File: src/rtl/horiz_pixel_gen.sv
// horiz_pixel_gen: horizontal line timing (FP/SYNC/BP/VIDEO) with visible pixel coordinates,
// line/frame end pulses and a sticky vertical/horizontal alignment error flag.
module horiz_pixel_gen #(
   parameter int H_FP     = 16,
   parameter int H_SYNC   = 96,
   parameter int H_BP     = 48,
   parameter int H_ACTIVE = 640,
   parameter int V_ACTIVE = 480
) (
   input  logic       pixelClk,
   input  logic       rst,
   input  logic       vDataValid,
   output logic       hsync,
   output logic       de,
   output logic [9:0] pixelX,
   output logic [8:0] pixelY,
   output logic       lineEnd,
   output logic       frameEnd,
   output logic       alignErr
);
   localparam int M1   = H_FP > H_SYNC ? H_FP : H_SYNC;
   localparam int M2   = H_BP > H_ACTIVE ? H_BP : H_ACTIVE;
   localparam int MAXP = M1 > M2 ? M1 : M2;
   localparam int CW   = MAXP > 2 ? $clog2(MAXP) : 1;
   typedef enum logic [3:0] {FP = 4'b0001, SYNC = 4'b0010, BP = 4'b0100, VIDEO = 4'b1000} state_t;
   state_t        state_q, state_d;
   logic [CW-1:0] count_q, count_d, last;
   logic [8:0]    pixel_y_q, pixel_y_d;
   logic          v_prev_q, align_err_q, align_err_d, at_exit;
   always_comb begin
      last = state_q == FP ? CW'(H_FP - 1) : state_q == SYNC ? CW'(H_SYNC - 1) :
             state_q == BP ? CW'(H_BP - 1) : CW'(H_ACTIVE - 1);
      at_exit = count_q == last;
      state_d = !at_exit ? state_q : state_q == FP ? SYNC : state_q == SYNC ? BP :
                state_q == BP ? VIDEO : FP;
      count_d = at_exit ? '0 : count_q + CW'(1);
      hsync = state_q != SYNC;
      de = state_q == VIDEO && vDataValid;
      pixelX = state_q == VIDEO ? 10'(count_q) : '0;
      lineEnd = de && count_q == CW'(H_ACTIVE - 1);
      frameEnd = lineEnd && pixel_y_q == 9'(V_ACTIVE - 1);
      pixel_y_d = !lineEnd ? pixel_y_q : frameEnd ? '0 : pixel_y_q + 9'd1;
      // vertical edges are only legal at line start; a fall must also land at row 0
      align_err_d = align_err_q
                  | (vDataValid != v_prev_q && !(state_q == FP && count_q == '0))
                  | (v_prev_q && !vDataValid && pixel_y_q != '0);
   end
   always_ff @(posedge pixelClk) begin
      if (!rst) begin
         state_q     <= FP;
         count_q     <= '0;
         pixel_y_q   <= '0;
         v_prev_q    <= 1'b0;
         align_err_q <= 1'b0;
      end else begin
         state_q     <= state_d;
         count_q     <= count_d;
         pixel_y_q   <= pixel_y_d;
         v_prev_q    <= vDataValid;
         align_err_q <= align_err_d;
      end
   end
   assign pixelY   = pixel_y_q;
   assign alignErr = align_err_q;
endmodule

File: config.mk
export PLATFORM = sky130hd
export DESIGN_NAME = horiz_pixel_gen
export DESIGN_NICKNAME = d
export VERILOG_FILES = /design/src/rtl/horiz_pixel_gen.sv
export SDC_FILE = /design/constraint.sdc
export NUM_CORES = 1
export LEC_CHECK = 0
export ABC_CLOCK_PERIOD_IN_PS = 3900
export CORE_MARGIN = 2
export CORE_UTILIZATION = 55
export DETAILED_ROUTE_END_ITERATION = 10
export HOLD_SLACK_MARGIN = 0.03
export PLACE_DENSITY = 0.95
export SYNTH_ARGS = -nofsm -noshare
export SYNTH_HDL_FRONTEND = slang
export SYNTH_SLANG_ARGS = --single-unit
export TNS_END_PERCENT = 10
File: constraint.sdc
create_clock -name pixelClk -period 3.9 [get_ports pixelClk]
set_clock_uncertainty 0.2 [all_clocks]
set_input_delay 0.78 -clock pixelClk [delete_from_list [all_inputs] [get_ports pixelClk]]
set_output_delay 0.78 -clock pixelClk [all_outputs]
set_load 0.02 [all_outputs]
==> results of run 1 <==
-- final timing paths --
| kind | startpoint | end | slack, ns | cells past startpoint |
|---|---|---|---|---|
| hold / removal | count_q[0] | count_q[0] | 0.28 | 1 |
| setup / recovery | count_q[0] | frameEnd | 0.14 | 7 |
| setup reg to reg | count_q[0] | pixelY[3] | 1.20 | 7 |
| hold reg to reg | count_q[0] | count_q[0] | 0.28 | 1 |
-- worst max-delay path, cell delays in order (launching register included) --
cell and delay [ns]:
dfxtp_1 0.40, ha_1 0.20, and3_1 0.29, nand2b_1 0.14
or4_1 0.56, inv_1 0.14, and2_1 0.14, clkdlybuf4s50_1 0.59
-- layer usage --
metal / track usage (%) / routed length (um)
met1: 29.5 / 1410
met2: 46.4 / 1770
met3: 2.42 / 235
met4: 12.2 / 70
met5: 0 / 0
-- power by group through the flow --
stage          Sequential (mW)  Combinational, mW  Clock, mW
6_report                 0.263             0.0248      0.121
5_1_grt                  0.264             0.0286      0.136
4_1_cts                  0.263             0.0253      0.122
3_5_place_dp             0.269             0.0251          0
3_3_place_gp             0.269             0.0239          0
2_1_floorplan            0.270             0.0148          0
-- cell usage after synthesis (all sizes together) --
master	n
a211oi	1
a21boi	1
a21oi	6
a221o	1
a31oi	1
a41oi	1
and2	9
and3	2
and3b	1
and4	1
buf	5
clkbuf	6
dfxtp	25
ha	5
inv	9
nand2	11
nand2b	2
nand3	8
nand3b	2
nand4	3
nor2	21
nor2b	1
nor3	2
nor4	3
nor4b	5
o211ai	3
o21a	3
o21ai	6
o311ai	1
o31a	2
o31ai	3
o41ai	1
or2	2
or3	2
or4	5
or4b	2
xnor2	7
xor2	7
-- per-stage QoR --
stage | hold slack [ns] | std cells | utilization (%) | cell area [sq um]
floorplan | 0.230 | 176 | - | 1440
global placement | 0.243 | 224 | 68.5 | 1700
detailed placement | 0.250 | 224 | 68.5 | 1700
CTS | 0.282 | 228 | 69.7 | 1730
global route | 0.336 | 228 | 69.7 | 1730
finish | 0.280 | 228 | 69.7 | 1730
-- sequential cells by signal (all words and copies together) (netlist names) --
name	count
count_q	10
v_prev_q	1
pixelY	9
state_q	4
alignErr	1
-- cell type report --
| cell class | count | area (sq um) |
|---|---|---|
| timing repair buffer | 29 | 283 |
| clock buffer | 3 | 22.5 |
| fill | 214 | 751 |
| clock inverter | 1 | 7.51 |
| tap | 30 | 37.5 |
| multi-input combinational | 131 | 842 |
| sequential | 25 | 500 |
| inverter | 9 | 33.8 |
-- layout by cell type, fill, tap and decap left out, types with 2 or more instances in the layout --
| cell type | count |
|---|---|
| nand2b_1 | 2 |
| or4_1 | 5 |
| nand3b_1 | 2 |
| a21oi_1 | 6 |
| and3_1 | 2 |
| o21a_1 | 3 |
| xor2_1 | 7 |
| nor3_1 | 2 |
| nand3_1 | 8 |
| nand4_1 | 3 |
| nor2_1 | 21 |
| dfxtp_1 | 25 |
| ha_1 | 5 |
| nor4_1 | 3 |
| o31a_1 | 2 |
| or3_1 | 2 |
| xnor2_1 | 7 |
| nor4b_1 | 5 |
| and2_1 | 9 |
| o211ai_1 | 3 |
| buf_4 | 3 |
| clkdlybuf4s50_1 | 26 |
| inv_1 | 9 |
| o21ai_0 | 5 |
| nand2_1 | 11 |
| o31ai_1 | 3 |
| clkbuf_4 | 3 |
| or4b_2 | 2 |
-- cells by family (layout without fill, tap and decap cells) --
group	count (synthesis)	after routing	share of synthesized area, %
adders and majority gates	5	5	4.36
xor gates and xnor gates	14	14	8.54
DFF	25	25	34.8
and+or+nand+nor	82	82	31.6
AOI/OAI and AO/OA	30	30	14.1
buffers and inverters	20	42	6.53
==> flow_summary.ini, run 1 <==
[cells_and_area]
final_nets = 207
diodes = 0
drive_gt1_share_pct = 5.05
synthToLayoutAreaGrowth_pct = 20.2

[grt]
antenna_found_initial = 0
grt_usage_pct = 25.4
grt_overflow = 0
grt_pass1_wl_um = 5530
grt_max_degree = 16
grt_pass1_vias = 1318

[sta]
worst_slew_pin_slew_ns = 0.655
slew_violations = 0
hold_violations = 0
setup_tns_ns = 0
timing.fmax_mhz = 266
min_period_ns = 3.76
setup_violations = 0
setup_ws_ns = 0.135
grt_setup_unrepaired = false
finalCritPeriodShare_pct = 96.5
max_slew_margin_pct = 56.0

[pwr]
clkPwrFrac_pct = 29.6
ir_drop_v = 0.000285
power_density_nw_per_um2 = 237
total_power_mw = 0.409
switching_share_pct = 24.4
intPower_mw = 0.309
seqPwrFrac_pct = 64.3
p_leak_nw = 0.632
combPwrFrac_pct = 6.1
power.net_switching_mw = 0.0997

[drt]
drt_first_iter_violations = 63
firstDrtPassIters = 4
drt-total-wl_um = 3480
drt-wirelength-per-cell_um = 15.3
num_vias = 1388
ant_nets = 0
drcViolationCount = 0
viasPerCell = 6.09

[synthesis]
synth.area.top_cells = dfxtp_1, nor2_1, ha_1
ys_types = 41
synthesis.nets = 184
ys_ff_latch = 25
yosys.area.top_type_share_pct = 34.8
synth_area_per_cell_sq_um = 8.16
netlist.top_cell.by_area = dfxtp_1
netlist_instances = 176
yosys_warnings = 0
syn_area_sq_um = 1440
synth_seq_area_share_pct = 34.8

[place]
globalplace.congestion = 0.797
port_buffers = 26
dp_slack_ns = 0.294
dp.final_hpwl_um = 2540

[cts]
root_buffer = clkbuf_4
clk_pin_slew_ns = 0.14
insertion_delay_ns = 0.33
cts_made_buffers = 3
cts_tree = built
post_cts_resized = 0
cts.path.max_buffers = 2
cts.hold.buffers_added = 0
htreeDepth = 1
cts_sinks = 25
postCtsSetupBuffers = 0

[floorplanning]
core_area_sq_um = 2480
die_w_um = 55.1
start_util_pct = 58.0
die_y_um = 55.1
io_pins = 27
rows = 18
dieArea_sq_um = 3040

[job]
maxCapViolCount = 0

[setup_path]
path_class = flip-flop to primary output
required_ns = 2.92
worstPathMaxFanout = 5
critPathCaptureType = primary output
critPathLaunchType = flip-flop
arrival_ns = 2.78

[hold_path]
hold_path.class = flip-flop to flip-flop

[run_status]
outcome = completed
No activity file was read; power rests on OpenSTA's default activity.
==> run 2: changes to the inputs <==
- GPL_TIMING_DRIVEN: default -> 1
==> results of run 2 <==
Same layout as run 1: the final DEF is identical, and so are final timing and power.
==> run 3: changes to the inputs <==
- CELL_PAD_IN_SITES_DETAIL_PLACEMENT: default -> 1
- CELL_PAD_IN_SITES_GLOBAL_PLACEMENT: default -> 1
- CORE_UTILIZATION: 55 -> 41
- HOLD_SLACK_MARGIN: 0.03 -> 0.02
==> run 3 against run 2 <==
Die area is 31% higher. Sequential share of layout area is 0.29 points lower. Utilization is 18 points lower. Global-route usage is 3.2 points lower. Via count is 1.4% lower. Combinational power is 2% higher. Clock power hardly changed. Count of clock-buffer cells in the layout is 1 higher. Largest cell class unchanged. Largest power group unchanged.
==> flow_summary.ini, run 3 (same netlist as run 1, synthesis figures left out) <==
[cts]
insertion_delay_ns = 0.33
root_buffer = clkbuf_4
cts.hold.buffers_added = 0
htreeDepth = 1
postCtsSetupBuffers = 0
cts.path.max_buffers = 2
cts_sinks = 25
clk_pin_slew_ns = 0.15
cts_tree = built
cts_made_buffers = 3

[job]
maxCapViolCount = 0

[setup_path]
required_ns = 2.92
critPathLaunchType = flip-flop
path_class = flip-flop to primary output
arrival_ns = 2.72
reg2reg_setup_slack_ns = 1.22
worstPathMaxFanout = 5
critPathCaptureType = primary output

[cells_and_area]
largest-register = count_q
largest_reg_flops = 10
diodes = 0
final_common_cell = clkdlybuf4s50_1
drive_gt1_share_pct = 5.05
synthToLayoutAreaGrowth_pct = 21.4
layout_common_cells = clkdlybuf4s50_1, dfxtp_1, nor2_1
final_nets = 207
layout.cells.non_filler = 244

[sta]
timing.fmax_mhz = 270
hold_violations = 0
grt_setup_unrepaired = false
timing.hold.ws_ns = 0.304
finalCritPeriodShare_pct = 95.0
setup_tns_ns = 0
slew_violations = 0
max_slew_margin_pct = 53.2
setup_violations = 0
worst_slew_pin_slew_ns = 0.697
setup_ws_ns = 0.197
min_period_ns = 3.70

[grt]
grt_usage_pct = 22.3
grt_pass1_vias = 1481
grt_overflow = 0
grt_pass1_wl_um = 7000
antenna_found_initial = 0
grt_max_degree = 14

[floorplanning]
core_area_sq_um = 3360
dieArea_sq_um = 3990
start_util_pct = 42.7
rows = 21
die_w_um = 63.2
io_pins = 27
die_y_um = 63.2

[pwr]
intPower_mw = 0.310
total_power_mw = 0.413
power_density_nw_per_um2 = 237
combPwrFrac_pct = 6.2
seqPwrFrac_pct = 63.9
power.net_switching_mw = 0.103
p_leak_nw = 0.632
switching_share_pct = 24.8
clkPwrFrac_pct = 29.9
ir_drop_v = 0.0000926

[drt]
drt_first_iter_violations = 97
firstDrtPassIters = 4
drt-total-wl_um = 3990
viasPerCell = 5.61
drt-wirelength-per-cell_um = 16.3
ant_nets = 0
num_vias = 1368
drcViolationCount = 0

[hold_path]
hold_path.class = flip-flop to flip-flop

[place]
globalplace.congestion = 0.766
dp.final_hpwl_um = 2980
place_inst = 240
dp_slack_ns = 0.277
port_buffers = 26

[run_status]
outcome = completed
[run 3: changes by cell type in the layout (fill, tap and decap cells not counted)]
cell / delta
and3_1: -1
clkinvlp_4: -1
clkbuf_1: +1
and3_2: +1
[run 3: cell type report]
| class | instances | area (sq um) |
|---|---|---|
| Fill cell | 446 | 1620 |
| Multi-Input combinational cell | 131 | 843 |
| Sequential cell | 25 | 500 |
| Timing Repair Buffer | 29 | 283 |
| Tap cell | 46 | 57.6 |
| Inverter | 9 | 33.8 |
| Clock buffer | 4 | 26.3 |
[run 3: final timing paths]
kind	startpoint	endpoint	cells after the start
worst max register to register	state_q[1]	count_q[4]	5
worst max-delay path	count_q[0]	frameEnd	7
worst min register to register	count_q[0]	count_q[0]	1
worst min-delay path	count_q[0]	count_q[0]	1
[run 3: routing by layer]
metal | GRT usage, % | vias up | routed length (um)
met5 | 0 | - | 0
met4 | 10.1 | 0 | 108
met3 | 3.75 | 13 | 140
met2 | 40.7 | 34 | 2150
met1 | 25.1 | 658 | 1590
li1 | - | 663 | -
[run 3: critical path: stages (launching register included)]
cell and delay, ns:
dfxtp_1 0.42, ha_1 0.20, and3_2 0.25, nand2b_1 0.10, or4_1 0.55, inv_1 0.14, and2_1 0.14, clkdlybuf4s50_1 0.59
[run 3: power by group through the flow]
| stage | Combinational (mW) | Clock, mW | Sequential [mW] |
|---|---|---|---|
| after floorplan | 0.0148 | 0 | 0.270 |
| after CTS | 0.0260 | 0.126 | 0.264 |
| after global placement | 0.0242 | 0 | 0.269 |
| final | 0.0254 | 0.124 | 0.264 |
| after detailed placement | 0.0259 | 0 | 0.269 |
| after global routing | 0.0279 | 0.138 | 0.265 |
[run 3: metrics by stage]
stage	area, sq um	util, %
after floorplan	1440	-
after global placement	1720	51.0
after detailed placement	1720	51.0
after CTS	1740	51.8
after global routing	1740	51.9
final	1740	51.9
[run 3: repair_timing]
| action | in CTS | in global routing |
|---|---|---|
| endpoints found under the hold margin | 0 | 0 |
| gates resized for setup | 0 | 1 |
| setup endpoints to repair | 0 | 1 |
